$ cat src/rtl/csa_addr_seq.sv
// Two-port round-robin sequencer that runs NBYTES-wide add/subtract operations
// through a shared external 8-bit byte adder, one byte per cycle, LSB first.
module csa_addr_seq #(
    parameter int NBYTES = 4
) (
    input  logic                  clk,
    input  logic                  rst_n,
    input  logic                  req0_valid,
    output logic                  req0_ready,
    input  logic [8*NBYTES-1:0]   req0_a,
    input  logic [8*NBYTES-1:0]   req0_b,
    input  logic                  req0_sub,
    input  logic                  req1_valid,
    output logic                  req1_ready,
    input  logic [8*NBYTES-1:0]   req1_a,
    input  logic [8*NBYTES-1:0]   req1_b,
    input  logic                  req1_sub,
    output logic [7:0]            add_a,
    output logic [7:0]            add_b,
    output logic                  add_cin,
    input  logic [7:0]            add_sum,
    input  logic                  add_cout,
    output logic                  rsp_valid,
    input  logic                  rsp_ready,
    output logic                  rsp_id,
    output logic [8*NBYTES-1:0]   rsp_sum,
    output logic                  rsp_cout,
    output logic                  rsp_ovf
);
    localparam int W  = 8 * NBYTES;
    localparam int KW = $clog2(NBYTES);
    localparam logic [KW-1:0] K_LAST = KW'(NBYTES - 1);

    typedef enum logic [1:0] {S_IDLE, S_RUN, S_DONE} state_t;

    state_t          r_state;
    logic [KW-1:0]   r_k;
    logic [W-1:0]    r_a;
    logic [W-1:0]    r_b;
    logic [W-1:0]    r_sum;
    logic            r_sub;
    logic            r_id;
    logic            r_carry;
    logic            r_ovf;
    logic            r_last;

    logic            w_sel1;
    logic            w_accept;
    logic [W-1:0]    w_op_a;
    logic [W-1:0]    w_op_b;
    logic            w_op_sub;

    function automatic logic f_ovf(input logic a_msb, input logic b_msb, input logic s_msb);
        return (a_msb == b_msb) && (s_msb != a_msb);
    endfunction

    // r_last resets to 1 so that req0 wins the first contested grant.
    always_comb begin
        w_sel1     = req1_valid && (!req0_valid || !r_last);
        req0_ready = (r_state == S_IDLE) && req0_valid && !w_sel1;
        req1_ready = (r_state == S_IDLE) && w_sel1;
        w_accept   = req0_ready || req1_ready;
        w_op_a     = w_sel1 ? req1_a   : req0_a;
        w_op_b     = w_sel1 ? req1_b   : req0_b;
        w_op_sub   = w_sel1 ? req1_sub : req0_sub;
    end

    // Operands shift down one byte per RUN cycle, so the low byte is always byte k.
    always_comb begin
        add_a   = '0;
        add_b   = '0;
        add_cin = 1'b0;
        if (r_state == S_RUN) begin
            add_a   = r_a[7:0];
            add_b   = r_b[7:0] ^ {8{r_sub}};
            add_cin = (r_k == '0) ? r_sub : r_carry;
        end
    end

    always_ff @(posedge clk or negedge rst_n) begin
        if (!rst_n) begin
            r_state <= S_IDLE;
            r_k     <= '0;
            r_a     <= '0;
            r_b     <= '0;
            r_sum   <= '0;
            r_sub   <= 1'b0;
            r_id    <= 1'b0;
            r_carry <= 1'b0;
            r_ovf   <= 1'b0;
            r_last  <= 1'b1;
        end else begin
            case (r_state)
                S_IDLE: begin
                    if (w_accept) begin
                        r_a     <= w_op_a;
                        r_b     <= w_op_b;
                        r_sub   <= w_op_sub;
                        r_id    <= w_sel1;
                        r_k     <= '0;
                        r_carry <= 1'b0;
                        r_state <= S_RUN;
                    end
                end
                S_RUN: begin
                    // Result bytes enter at the top; after NBYTES shifts byte 0 sits at the bottom.
                    r_sum   <= {add_sum, r_sum[W-1:8]};
                    r_carry <= add_cout;
                    r_a     <= r_a >> 8;
                    r_b     <= r_b >> 8;
                    r_k     <= r_k + 1'b1;
                    if (r_k == K_LAST) begin
                        r_ovf   <= f_ovf(add_a[7], add_b[7], add_sum[7]);
                        r_state <= S_DONE;
                    end
                end
                S_DONE: begin
                    if (rsp_ready) begin
                        r_last  <= r_id;
                        r_state <= S_IDLE;
                    end
                end
                default: r_state <= S_IDLE;
            endcase
        end
    end

    assign rsp_valid = (r_state == S_DONE);
    assign rsp_id    = r_id;
    assign rsp_sum   = r_sum;
    assign rsp_cout  = r_carry;
    assign rsp_ovf   = r_ovf;

endmodule

$ cat config.mk
export PLATFORM = sky130hd
export DESIGN_NAME = csa_addr_seq
export DESIGN_NICKNAME = d
export VERILOG_FILES = /design/src/rtl/csa_addr_seq.sv
export SDC_FILE = /design/constraint.sdc
export NUM_CORES = 1
export LEC_CHECK = 0
export BUFFER_PORTS_ARGS = -buffer_cell sky130_fd_sc_hd__buf_2
export CORE_ASPECT_RATIO = 1.25
export CORE_MARGIN = 4
export CORE_UTILIZATION = 52
export CTS_BUF_LIST = sky130_fd_sc_hd__clkbuf_8
export DETAILED_ROUTE_END_ITERATION = 7
export GPL_TIMING_DRIVEN = 1
export PLACE_DENSITY = 0.8
export SYNTH_ARGS = -nofsm -noshare
export SYNTH_HDL_FRONTEND = slang
export SYNTH_SLANG_ARGS = --single-unit
$ cat constraint.sdc
create_clock -name clk -period 2.45 [get_ports clk]
set_clock_uncertainty 0.2 [all_clocks]
set_input_delay 0.1225 -clock clk [delete_from_list [all_inputs] [get_ports clk]]
set_output_delay 0.1225 -clock clk [all_outputs]
set_load 0.02 [all_outputs]
==> impl_metrics.py <==
metrics = {
    "outcome": {
        "status": "complete, no violations",
    },
    "final_layout": {
        "layout.nets": 1018,
        "final_core_utilization": 0.729,
        "drive_gt1_frac": 0.269,
        "area_growth_pct": 36.5,
    },
    "timing": {
        "layout_min_cycle_time_ns": 2.23,
        "drv_slew": 0,
        "fin_crit_sh": 0.910,
        "worst_pin_slew_ns": 0.831,
        "finalSetupViolations": 0,
        "rsz0062_at_grt": "no",
        "hold_viol": 0,
        "fmax_ghz": 0.448,
        "slew_headroom": 0.446,
        "tns_ns": 0,
    },
    "yosys": {
        "synth_area_leaders": "dfrtp_1 46%, a221oi_1 9.8%, nand2_1 7.6%",
        "async_flop_share": 1.00,
        "yosysMostFrequentCell": "nand2_1",
        "yosysTopAreaCell": "dfrtp_1",
        "synth_area_um2": 5700,
        "ys_ff_latch": 105,
        "syn_nets": 776,
        "synth_flop_cell": "dfrtp_1",
        "seq_area_frac_synth": 0.462,
        "netlist_top_cells_count": "116 x nand2_1, 104 x dfrtp_1, 64 x a221oi_1",
        "synth.avg_cell_area_um2": 9.04,
        "synth_warnings": 0,
        "synth_cell_types": 26,
        "synth_edf_count": 0,
        "synth_top_cell_area_share": 0.457,
        "synth_cells": 630,
    },
    "grt": {
        "grt_pass1_wl_mm": 27.7,
        "antenna_found_initial": 0,
        "grt_util_all_layers": 0.270,
        "first_global_vias": 5816,
        "overflow": 0,
        "grt_max_degree": 69,
    },
    "power": {
        "p_comb_frac": 0.526,
        "p_int_mw": 4.95,
        "leakage_nw": 3.68,
        "switching_power_mw": 4.02,
        "p_per_area_nw_per_um2": 1150,
        "switching_share": 0.448,
        "p_total_mw": 8.97,
        "pwr-share-clk": 0.129,
        "max-vdd-ir-drop_mv": 0.616,
        "p_seq_frac": 0.345,
    },
    "clocking": {
        "cts.path.max_buffers": 2,
        "cts_root_buf": "clkbuf_8",
        "htree_levels": 3,
        "cts.sinks": 105,
        "cts_tree": "done",
        "cts_buffers": 9,
        "insertion_delay_ns": 0.37,
        "clkTransAtPathRegs_ns": 0.10,
    },
    "detailed_routing": {
        "drc": 0,
        "drt_iter0_markers": 377,
        "vias_per_cell": 5.76,
        "routed_wl_mm": 17.1,
        "post_drt_wl_per_cell_um": 16.9,
        "first_pass_iters": 5,
        "vias": 5821,
        "postRouteAntennaNets": 0,
    },
    "floorplan": {
        "die_h_um": 125,
        "fp.dieW_um": 102,
        "core_um2": 10700,
        "dieArea_um2": 12700,
        "start_util": 0.534,
        "rows": 42,
        "io_pins": 199,
    },
    "setup_path": {
        "cp-start-kind": "input port",
        "crit_path_frequent_cell": "dlygate4sd3_1",
        "cp_slowest_stage_delay_ns": 0.58,
        "worstPathCellList": "dlygate4sd3_1 -> buf_2 -> a21boi_4 -> mux2i_1 -> dlygate4sd3_1 -> o31ai_1",
        "cp-startpoint": "req0_valid",
        "worst_ep_required_time_ns": 2.47,
        "r2r_start": "r_last$_DFFE_PN1P_",
        "crit_fanout": 18,
        "worst_ep_arrival_time_ns": 2.25,
        "cp-end-kind": "register",
        "path_buf_inv": 3,
        "crit_slowest_cell": "dlygate4sd3_1",
        "path_class": "in -> reg",
        "critPathTopFamily": "buffers and inverters",
    },
    "placed_design": {
        "place_hpwl_mm": 10.9,
        "gp_congestion": 0.812,
        "portBuffers": 198,
    },
    "flow_run": {
        "drv_cap": 0,
    },
    "worst_hold_path": {
        "worstHoldStart": "req0_b[22]",
        "hold_class": "in -> reg",
    },
}
[repair_timing]
action / 4_1_cts / 5_1_grt
endpoints found under the hold margin: 113 / 1
buffers inserted: 0 / 0
gates resized for setup: 0 / 1
setup endpoints to repair: 0 / 28
hold buffers: 83 / 1
[power by group through the flow]
stage / clock, mW / sequential, mW / combinational, mW
2_1_floorplan: 0 / 3.29 / 3.06
3_3_place_gp: 0 / 3.08 / 4.42
3_5_place_dp: 0 / 3.13 / 4.59
4_1_cts: 1.18 / 3.09 / 4.70
5_1_grt: 1.25 / 3.20 / 5.23
6_report: 1.16 / 3.09 / 4.72
[cells in the final DEF (no fill, tap or decap), drive strengths merged, types with 2 or more instances in the layout]
| master | instances |
|---|---|
| a211oi | 16 |
| bufinv | 2 |
| o21ai | 51 |
| dfrtp | 104 |
| dlygate4sd3 | 84 |
| buf | 212 |
| ha | 2 |
| nor2 | 11 |
| a221oi | 64 |
| xnor2 | 8 |
| and2 | 56 |
| mux2 | 2 |
| nand2b | 4 |
| o31ai | 50 |
| mux2i | 4 |
| nor2b | 49 |
| clkbuf | 9 |
| a22o | 2 |
| nor3 | 2 |
| nand2 | 116 |
| inv | 22 |
[worst paths after layout]
check / slack (ns) / to / cells past startpoint
max in group asynchronous: 1.23 / r_b[16]$_DFFE_PN0P_ / 3
worst min register to register: 0.29 / rsp_sum[1]$_DFFE_PN0P_ / 2
min in group asynchronous: 0.08 / rsp_sum[5]$_DFFE_PN0P_ / 2
worst min-delay path: 0.009 / r_b[22]$_DFFE_PN0P_ / 3
worst max register to register: 0.30 / r_sub$_DFFE_PN0P_ / 4
worst max-delay path: 0.22 / r_sub$_DFFE_PN0P_ / 6
[stage by stage]
| step | area [um^2] | setup slack [ns] | std cells | hold WS [ns] |
|---|---|---|---|---|
| floorplan | 5700 | 0.633 | 630 | -0.373 |
| global placement | 6720 | 0.218 | 909 | -0.0583 |
| detailed placement | 6720 | 0.141 | 909 | -0.0533 |
| CTS | 7760 | 0.108 | 1008 | 0.000785 |
| global route | 7770 | 0.0201 | 1009 | 0.0270 |
| finish | 7770 | 0.220 | 1010 | 0.00929 |
[logic make-up after synthesis]
kind of cell             share of synthesized area
AO/OA/AOI/OAI                                0.240
XOR/XNOR                                    0.0123
adder cells (fa/ha/maj)                    0.00439
buffers and inverters                       0.0648
flip-flops                                   0.462
multiplexers                                0.0110
AND/OR/NAND/NOR                              0.206
[worst reg2reg max path, stage by stage (launching register included)]
cell and delay (ns):
dfstp_2 0.41, a21boi_4 0.47, mux2i_1 0.29, dlygate4sd3_1 0.58, o31ai_1 0.06
[per-layer routing]
| metal | global-route usage | share of wire |
|---|---|---|
| met1 | 0.341 | 0.38 |
| met2 | 0.453 | 0.51 |
| met3 | 0.0462 | 0.071 |
| met4 | 0.116 | 0.037 |
| met5 | 0 | 0 |
[registers in the layout, indices dropped and copies added (netlist names)]
signal    count
rsp_ovf       1
rsp_sum      32
rsp_cout      1
r_sub         1
r_b          32
r_last        1
r_state       2
r_a          32
r_k           2
rsp_id        1
[cell type report]
| cell class | instances | area [um^2] |
|---|---|---|
| Fill cell | 766 | 2890 |
| Antenna cell | 1 | 2.50 |
| Timing Repair Buffer | 296 | 1980 |
| Clock buffer | 9 | 124 |
| Inverter | 19 | 71.3 |
| Sequential cell | 105 | 2630 |
| Tap cell | 132 | 165 |
| Clock inverter | 7 | 88.8 |
| Multi-Input combinational cell | 441 | 2720 |
Power figures use the tool's default switching activity.
